`src/rtl/ppu_vram_port_pkg.sv`:
```
// ppu_vram_port_pkg: register indices, state encoding and address constants shared by the PPUDATA/PPUADDR access engine.
package ppu_vram_port_pkg;
  localparam logic [2:0] REG_STATUS = 3'd2;
  localparam logic [2:0] REG_ADDR = 3'd6;
  localparam logic [2:0] REG_DATA = 3'd7;
  localparam int INC1 = 1;
  localparam int INC32 = 32;
  localparam logic [13:0] PAL_BASE = 14'h3F00;
  localparam logic [13:0] NT_OFFSET = 14'h1000;
  typedef enum logic [2:0] {IDLE, WR, RD, RD_CAP, PAL_RD, PAL_CAP} state_e;
  function automatic logic is_pal(input logic [13:0] a);
    return a[13:8] == PAL_BASE[13:8];
  endfunction
endpackage

```
`src/rtl/ppu_vram_port_if.sv`:
```
// ppu_vram_port_if: CPU register strobes plus the VRAM request/response bus of the access engine.
interface ppu_vram_port_if;
  logic [2:0] reg_sel;
  logic cpu_wr;
  logic cpu_rd;
  logic [7:0] cpu_wdata;
  logic [7:0] cpu_rdata;
  logic ctrl_inc32;
  logic busy;
  logic [15:0] vram_addr;
  logic vram_wr_en;
  logic [7:0] vram_wdata;
  logic vram_rd_en;
  logic [7:0] vram_rdata;
  modport master (
    output reg_sel, cpu_wr, cpu_rd, cpu_wdata, ctrl_inc32, vram_rdata,
    input cpu_rdata, busy, vram_addr, vram_wr_en, vram_wdata, vram_rd_en
  );
  modport slave (
    input reg_sel, cpu_wr, cpu_rd, cpu_wdata, ctrl_inc32, vram_rdata,
    output cpu_rdata, busy, vram_addr, vram_wr_en, vram_wdata, vram_rd_en
  );
endinterface

```
`src/rtl/ppu_vram_port_vaddr_reg.sv`:
```
// ppu_vaddr_reg: VRAM address v, high-byte latch t_hi and write toggle w with the post-access incrementer.
module ppu_vaddr_reg
  import ppu_vram_port_pkg::*;
#(
  parameter int ADDR_W = 14,
  parameter logic [ADDR_W-1:0] RST_ADDR = '0
) (
  input  logic              clk,
  input  logic              rst_n,
  input  logic              addr_wr,
  input  logic              clr_w,
  input  logic              inc_en,
  input  logic              inc32,
  input  logic [7:0]        wdata,
  output logic [ADDR_W-1:0] v
);
  logic [ADDR_W-1:0] v_q, v_d;
  logic [ADDR_W-9:0] t_q, t_d;
  logic w_q, w_d;
  always_comb begin
    w_d = addr_wr ? !w_q : (clr_w ? 1'b0 : w_q);
    t_d = (addr_wr && !w_q) ? wdata[ADDR_W-9:0] : t_q;
    v_d = (addr_wr && w_q) ? {t_q, wdata} : (inc_en ? v_q + ADDR_W'(inc32 ? INC32 : INC1) : v_q);
  end
  always_ff @(posedge clk) begin
    if (!rst_n) begin
      v_q <= RST_ADDR;
      t_q <= '0;
      w_q <= 1'b0;
    end else begin
      v_q <= v_d;
      t_q <= t_d;
      w_q <= w_d;
    end
  end
  assign v = v_q;
endmodule

```
`src/rtl/ppu_vram_port.sv`:
```
// ppu_vram_port: PPUADDR/PPUDATA access engine sequencing VRAM reads and writes for the CPU.
// Define PPU_PAL_RD_BYPASS_EN to return palette reads directly while refilling the buffer from the nametable beneath.
module ppu_vram_port
  import ppu_vram_port_pkg::*;
#(
  parameter int ADDR_W = 14,
  parameter logic [ADDR_W-1:0] RST_ADDR = '0
) (
  input logic         clk,
  input logic         rst_n,
  ppu_vram_port_if.slave bus
);
  state_e state_q, state_d;
  logic [7:0] rd_buf_q, rd_buf_d, rdata_q, rdata_d, wdata_q, wdata_d;
  logic inc32_q, inc32_d;
  logic [ADDR_W-1:0] v, rd_addr;
  logic idle, wr_go, rd_go, addr_wr, clr_w, inc_en;
  assign idle = state_q == IDLE;
  assign wr_go = idle && bus.cpu_wr;
  assign rd_go = idle && bus.cpu_rd && !bus.cpu_wr;
  assign addr_wr = wr_go && bus.reg_sel == REG_ADDR;
  assign clr_w = rd_go && bus.reg_sel == REG_STATUS;
  assign inc_en = state_q == WR || state_q == RD_CAP;
  ppu_vaddr_reg #(.ADDR_W(ADDR_W), .RST_ADDR(RST_ADDR)) u_vaddr (
    .clk(clk), .rst_n(rst_n), .addr_wr(addr_wr), .clr_w(clr_w),
    .inc_en(inc_en), .inc32(inc32_q), .wdata(bus.cpu_wdata), .v(v)
  );
  always_comb begin
    state_d = IDLE;
    rd_buf_d = rd_buf_q;
    rdata_d = rdata_q;
    wdata_d = wdata_q;
    inc32_d = inc32_q;
    case (state_q)
      IDLE: begin
        if (wr_go && bus.reg_sel == REG_DATA) begin
          state_d = WR;
          wdata_d = bus.cpu_wdata;
          inc32_d = bus.ctrl_inc32;
        end else if (rd_go && bus.reg_sel == REG_DATA) begin
          rdata_d = rd_buf_q;
          inc32_d = bus.ctrl_inc32;
`ifdef PPU_PAL_RD_BYPASS_EN
          state_d = is_pal(v) ? PAL_RD : RD;
`else
          state_d = RD;
`endif
        end
      end
      RD: state_d = RD_CAP;
      RD_CAP: rd_buf_d = bus.vram_rdata;
`ifdef PPU_PAL_RD_BYPASS_EN
      PAL_RD: state_d = PAL_CAP;
      PAL_CAP: begin
        rdata_d = bus.vram_rdata;
        state_d = RD;
      end
`endif
      default: state_d = IDLE;
    endcase
  end
  always_ff @(posedge clk) begin
    if (!rst_n) begin
      state_q <= IDLE;
      rd_buf_q <= '0;
      rdata_q <= '0;
      wdata_q <= '0;
      inc32_q <= 1'b0;
    end else begin
      state_q <= state_d;
      rd_buf_q <= rd_buf_d;
      rdata_q <= rdata_d;
      wdata_q <= wdata_d;
      inc32_q <= inc32_d;
    end
  end
`ifdef PPU_PAL_RD_BYPASS_EN
  // the buffer refill behind a palette read comes from the nametable mirror underneath
  assign rd_addr = (state_q == RD && is_pal(v)) ? v - ADDR_W'(NT_OFFSET) : v;
`else
  assign rd_addr = v;
`endif
  assign bus.busy = !idle;
  assign bus.vram_wr_en = state_q == WR;
  assign bus.vram_rd_en = state_q == RD || state_q == PAL_RD;
  assign bus.vram_wdata = wdata_q;
  assign bus.vram_addr = 16'(rd_addr);
  assign bus.cpu_rdata = rdata_q;
endmodule

```
`src/flat_wrapper.sv`:
```
// flat-port wrapper written by rule: the top's interface ports become plain ports
module ppu_vram_port_flat import ppu_vram_port_pkg::*;
#(
  parameter int ADDR_W = 14,
  parameter logic [ADDR_W-1:0] RST_ADDR = '0
)
  (clk, rst_n, bus_reg_sel, bus_cpu_wr, bus_cpu_rd, bus_cpu_wdata, bus_ctrl_inc32, bus_vram_rdata, bus_cpu_rdata, bus_busy, bus_vram_addr, bus_vram_wr_en, bus_vram_wdata, bus_vram_rd_en);
  ppu_vram_port_if bus_i ();
  input logic clk;
  input logic rst_n;
  input wire logic [$bits(bus_i.reg_sel)-1:0] bus_reg_sel;
  input wire logic [$bits(bus_i.cpu_wr)-1:0] bus_cpu_wr;
  input wire logic [$bits(bus_i.cpu_rd)-1:0] bus_cpu_rd;
  input wire logic [$bits(bus_i.cpu_wdata)-1:0] bus_cpu_wdata;
  input wire logic [$bits(bus_i.ctrl_inc32)-1:0] bus_ctrl_inc32;
  input wire logic [$bits(bus_i.vram_rdata)-1:0] bus_vram_rdata;
  output wire logic [$bits(bus_i.cpu_rdata)-1:0] bus_cpu_rdata;
  output wire logic [$bits(bus_i.busy)-1:0] bus_busy;
  output wire logic [$bits(bus_i.vram_addr)-1:0] bus_vram_addr;
  output wire logic [$bits(bus_i.vram_wr_en)-1:0] bus_vram_wr_en;
  output wire logic [$bits(bus_i.vram_wdata)-1:0] bus_vram_wdata;
  output wire logic [$bits(bus_i.vram_rd_en)-1:0] bus_vram_rd_en;
  assign bus_i.reg_sel = bus_reg_sel;
  assign bus_i.cpu_wr = bus_cpu_wr;
  assign bus_i.cpu_rd = bus_cpu_rd;
  assign bus_i.cpu_wdata = bus_cpu_wdata;
  assign bus_i.ctrl_inc32 = bus_ctrl_inc32;
  assign bus_i.vram_rdata = bus_vram_rdata;
  assign bus_cpu_rdata = bus_i.cpu_rdata;
  assign bus_busy = bus_i.busy;
  assign bus_vram_addr = bus_i.vram_addr;
  assign bus_vram_wr_en = bus_i.vram_wr_en;
  assign bus_vram_wdata = bus_i.vram_wdata;
  assign bus_vram_rd_en = bus_i.vram_rd_en;
  ppu_vram_port #(.ADDR_W(ADDR_W), .RST_ADDR(RST_ADDR)) u_core (.clk(clk), .rst_n(rst_n), .bus(bus_i));
endmodule
```
`config.mk`:
```
export PLATFORM = sky130hd
export DESIGN_NAME = ppu_vram_port_flat
export DESIGN_NICKNAME = d
export VERILOG_FILES = /design/src/rtl/ppu_vram_port_pkg.sv /design/src/rtl/ppu_vram_port_if.sv /design/src/rtl/ppu_vram_port_vaddr_reg.sv /design/src/rtl/ppu_vram_port.sv /design/src/flat_wrapper.sv
export SDC_FILE = /design/constraint.sdc
export NUM_CORES = 1
export LEC_CHECK = 0
export CAP_MARGIN = 5
export CORE_ASPECT_RATIO = 0.5
export CORE_MARGIN = 2
export CORE_UTILIZATION = 48
export DETAILED_ROUTE_END_ITERATION = 7
export PLACE_DENSITY = 0.8
export SYNTH_ARGS = -nofsm -noshare
export SYNTH_HDL_FRONTEND = slang
export SYNTH_SLANG_ARGS = --single-unit
```
`constraint.sdc`:
```
create_clock -name clk -period 2 [get_ports clk]
set_clock_uncertainty 0.1 [all_clocks]
set_input_delay 0.2 -clock clk [delete_from_list [all_inputs] [get_ports clk]]
set_output_delay 0.2 -clock clk [all_outputs]
set_load 0.02 [all_outputs]
```
Word level (Yosys, flattened, before mapping)
Index checks and enable logic that the tools add are counted.
{ "classes": {"n_addsub": 1, "n_mul": 0, "n_div": 0, "magnitude_cmp": 0, "eq_ne": 7, "shifts": 0, "mux": 10, "n_bitwise": 1, "n_reduce_logical": 21} }
{ "op_table": {"columns": ["op", "count"], "rows": [
  ["14-bit 2-to-1 mux", 2],
  ["14-bit by 6-bit adder with 14-bit output", 1],
  ["3-bit by 2-bit == test with 1-bit output, second input constant", 3],
  ["3-bit == test, second input constant", 3],
  ["1-bit logical AND", 9],
  ["6-bit 2-to-1 mux", 1],
  ["3-bit case mux with 2 select lines", 1],
  ["2-bit nonzero test", 3],
  ["1-bit 2-to-1 mux", 4],
  ["2-bit AND reduction", 2],
  ["3-bit by 1-bit == test with 1-bit output, second input constant", 1],
  ["1-bit logical NOT", 3],
  ["3-bit logical NOT", 1],
  ["3-bit 2-to-1 mux", 1],
  ["3-bit AND reduction", 1],
  ["1-bit logical OR", 2],
  ["2-bit 2-to-1 mux", 1],
  ["1-bit inverter", 1]
]} }
{ "word_totals": {"regBits": 49, "latchBits": 0, "ramBits": 0, "rom_bits": 0, "in_bits": 24, "out_inout_bits": 35, "word_cells": 48, "n_memories": 0} }

Depth between registers and ports, before layout
{ "logic_depth": {"word_depth": 7, "depth_mapped": 7, "depth_no_buf": 7} }

By module
A second synthesis with hierarchy kept.
{ "hier_totals": {"cells_unflattened": 260, "hier_area_um2": 2298.5} }
{ "by_module_without_submodules": {"columns": ["mod", "instances", "cells_per_inst", "area_per_inst_um2", "seq_area_each_um2"], "rows": [
  ["ppu_vram_port", 1, 131, 1149.9, 540.5],
  ["ppu_vaddr_reg", 1, 129, 1148.6, 420.4]
]} }

Least setup slack after synthesis
No wires, ideal clock.
{ "synth_path": {"kind": "register to register", "from": "reg u_core.u_vaddr.v_q[0], in the netlist u_core.u_vaddr.v[0]", "to": "reg u_core.u_vaddr.v_q[8], in the netlist u_core.u_vaddr.v[8]", "setup_ns": 0.132, "t_arrival_ns": 1.646, "required_time_ns": 1.768, "slack_ns": 0.122, "stages_incl_launch_ff": 7, "path_buffers": 0, "period_less_slack_ns": 1.878, "path_cell_list": "dfxtp_1 ha_1 ha_1 nand3_1 o21ai_0 a311o_1 a21oi_1"} }
{ "synth_between": {"elab_chain_cells": 3} }
{ "synth_rtl": {"columns": ["item", "line_no", "text"], "rows": [
  ["from (decl)", "ppu_vram_port_vaddr_reg.sv:17", "logic [ADDR_W-1:0] v_q, v_d;"],
  ["from (signal assigned)", "ppu_vram_port_vaddr_reg.sv:31", "v_q <= v_d;"],
  ["14-bit by 6-bit adder with 14-bit output", "ppu_vram_port_vaddr_reg.sv:23", "v_d = (addr_wr && w_q) ? {t_q, wdata} : (inc_en ? v_q + ADDR_W'(inc32 ? INC32 : INC1) : v_q);"],
  ["14-bit 2-to-1 mux (2 in a row)", "ppu_vram_port_vaddr_reg.sv:23", null]
]} }
Every way passes these cells. The select of a mux whose other input is x is not followed.
A chain may end at the register's enable or synchronous reset.

Worst setup path after layout
{ "layout_path": {"from": "reg u_core.inc32_q", "to": "reg u_core.u_vaddr.v_q[8], in the netlist u_core.u_vaddr.v[8]"} }
{ "layout_between": {"elab_chain_cells": 4} }
{ "layout_rtl": {"columns": ["item", "line_no", "text"], "rows": [
  ["from (decl)", "ppu_vram_port.sv:15", "logic inc32_q, inc32_d;"],
  ["from (signal assigned)", "ppu_vram_port.sv:74", "inc32_q <= inc32_d;"],
  ["6-bit 2-to-1 mux", "ppu_vram_port_vaddr_reg.sv:23", null],
  ["14-bit by 6-bit adder with 14-bit output", "ppu_vram_port_vaddr_reg.sv:23", null],
  ["14-bit 2-to-1 mux (2 in a row)", "ppu_vram_port_vaddr_reg.sv:23", null]
]} }
Every way passes these cells. The select of a mux whose other input is x is not followed.

==> results_dict.tcl <==
set metrics [dict create \
    maxCapViolCount 0 \
    syn_area_per_cell_um2 9.06 \
    hold_viol_final 0 \
    start_kind "flip-flop" \
    crit_arrival_ps 1960 \
    drc 0 \
    relSlewSlack_pct 65.0 \
    cp-end-kind "flip-flop" \
    nFillCells 371 \
    num_vias 1953 \
    cts_root_buffer "clkbuf_8" \
    htree_levels 2 \
    hp-class "primary input to flip-flop" \
    die_y_um 51.3 \
    ys.flop_type "dfxtp_1" \
    initial_core_util_pct 49.3 \
    syn_area_mm2 0.00215 \
    drt_iter0_drc 56 \
    drive_gt1_share_pct 9.51 \
    clk_path_buf_depth 2 \
    ys_ff_latch 48 \
    post_drt_wl_per_cell_um 14.1 \
    syn_to_final_growth_pct 37.9 \
    final_area_mm2 0.00296 \
    post-route-period-util_pct 91.9 \
    fmax_ghz 0.544 \
    setup_violations 0 \
    core-area_mm2 0.00436 \
    power-per-cell-area_mw_per_mm2 618 \
    clk_pin_slew_ps 80 \
    tightest_slew_ps 525 \
    cts_tree "done" \
    grt_pass1_vias 1806 \
    dpl-instance-area_mm2 0.00285 \
    crit_path_max_fanout 5 \
    ys_types 46 \
    insertion_delay_ps 300 \
    post-route-util_pct 67.9 \
    rsz0062_at_grt "no" \
    gr-total-overflow 0 \
    grt_pass1_wl_um 8470 \
    finalCriticalPeriod_ps 1840 \
    synth_edf_count 0 \
    drtAntennaViolNets 0 \
    worstPathRequired_ps 2130 \
    yosys_warnings 0 \
    first_pass_iters 4 \
    synth.area.top_cells "dfxtp_1 45%, mux2i_1 11%, a21oi_1 4.9%" \
    post_drt_via_cell_ratio 5.40 \
    antenna_found_initial 0 \
    fin_nets 331 \
    wl_um 5110 \
    postCtsSetupBuffers 0 \
    dieArea_mm2 0.00506 \
    drv_slew 0 \
    leakage_nw 1.10 \
    status "completed" \
    yosysTopAreaCell "dfxtp_1" \
    cts_buffers 5 \
    die_x_um 98.6 \
    yosysTopAreaCellShare_pct 44.7 \
    async_reset_ff_share_pct 0 \
    antenna-diode-count 0 \
    portBuffers 56 \
    grt_max_degree 27 \
    fin_hold_ws_ps 348 \
    tns_ps 0 \
    rows 17 \
    p_total_mw 1.83 \
    gp_congestion 0.822 \
    track_usage_pct 21.2 \
    clock-sinks 48 \
    vdd_drop_max_v 0.000386 \
    crit_type "flip-flop to flip-flop" \
    syn_inst 237 \
    post-dp-hpwl_um 3700 \
    yosysSeqAreaShare_pct 44.7 \
    ios 59 \
]
registers in the layout, summed over array words and instances, names as in the netlist:
| register | flops |
|---|---|
| u_core.rd_buf_q | 8 |
| u_core.bus.cpu_rdata | 8 |
| u_core.u_vaddr.w_q | 1 |
| u_core.inc32_q | 1 |
| u_core.u_vaddr.t_q | 6 |
| u_core.bus.vram_wdata | 8 |
| u_core.u_vaddr.v | 14 |
| u_core.state_q | 2 |
worst paths after layout:
kind / to / start / depth (start not counted) / slack (ps)
worst min-delay path: u_core.rd_buf_q[6]$_SDFFE_PN0P_ / bus_vram_rdata[6] / 3 / 350
worst max register to register: u_core.u_vaddr.v[8]$_SDFFE_PN0P_ / u_core.inc32_q$_SDFFE_PN0P_ / 8 / 160
worst min register to register: u_core.rd_buf_q[6]$_SDFFE_PN0P_ / u_core.rd_buf_q[6]$_SDFFE_PN0P_ / 2 / 360
worst max-delay path: u_core.u_vaddr.v[8]$_SDFFE_PN0P_ / u_core.inc32_q$_SDFFE_PN0P_ / 8 / 160
cells in the mapped netlist (3+ instances only):
library cell	n
a211o_1	3
nand4_1	3
nor2_1	27
a22oi_1	4
buf_4	3
and3_1	3
dfxtp_1	48
a21oi_1	21
a31oi_1	4
nand3_1	10
mux2i_1	23
o21ai_0	6
clkbuf_1	8
nand2_1	19
a32oi_1	3
ha_1	3
and4_1	4
inv_1	7
per-stage QoR:
stage	std cells	setup WS, ps
after global routing	362	35.9
after global placement	354	-27.4
final	362	163
after floorplan	238	122
after CTS	362	28.2
after detailed placement	354	-63.1
kinds of logic (layout without fill, tap and decap cells):
logic type,Yosys count,count (layout),share of synthesized area [%]
buffers and inverters,21,88,4.31
and+or+nand+nor,84,84,20.9
AOI/OAI and AO/OA,54,54,16.2
muxes,23,23,10.7
adders and majority gates,3,3,1.75
DFF,48,48,44.7
other,1,2,0.175
xor gates and xnor gates,3,3,1.22
per-layer routing:
layer	vias to the layer above	wire length, um	share of wire (%)	track usage [%]
met3	5	147	2.9	4.24
met4	0	40	0.78	5.48
met5	-	0	0	0
li1	984	-	-	-
met1	933	2480	48	27.6
met2	31	2450	48	36.5
layout make-up:
class | count | area (um2) | area share [%]
clock buffer | 6 | 72.6 | 2.45
timing repair buffer | 72 | 687 | 23.2
tap | 57 | 71.3 | 2.41
sequential | 48 | 962 | 32.5
clock inverter | 2 | 35.0 | 1.18
multi-input combinational | 169 | 1100 | 37.3
inverter | 8 | 30.0 | 1.01
what timing repair did:
item                       in CTS  in global routing
hold buffers                    0                  0
setup endpoints to repair       0                  2
gates resized for setup         0                  3
critical path, cell delays in order, from the launching register on:
cell and delay [ps]:
dfxtp_2 360, inv_1 40, ha_1 210, ha_1 210
nand3_1 100, o21ai_0 90, buf_4 160, a311o_1 340
a21oi_1 160
power by group:
| part | internal (mW) | switching (mW) | leakage [nW] |
|---|---|---|---|
| combinational | 0.0872 | 0.0791 | 0.662 |
| sequential | 0.965 | 0.00884 | 0.388 |
| clock | 0.371 | 0.319 | 0.0552 |
cells in the final DEF, fill, tap and decap left out, drive strengths merged, types with 6 or more instances in the layout:
cell	n
buf	16
nor2	27
nand3	10
clkdlybuf4s50	55
dfxtp	48
mux2i	23
nand2	19
a21oi	21
o21ai	6
inv	7
clkbuf	6
Note: power is estimated with default switching activity, not from simulation.
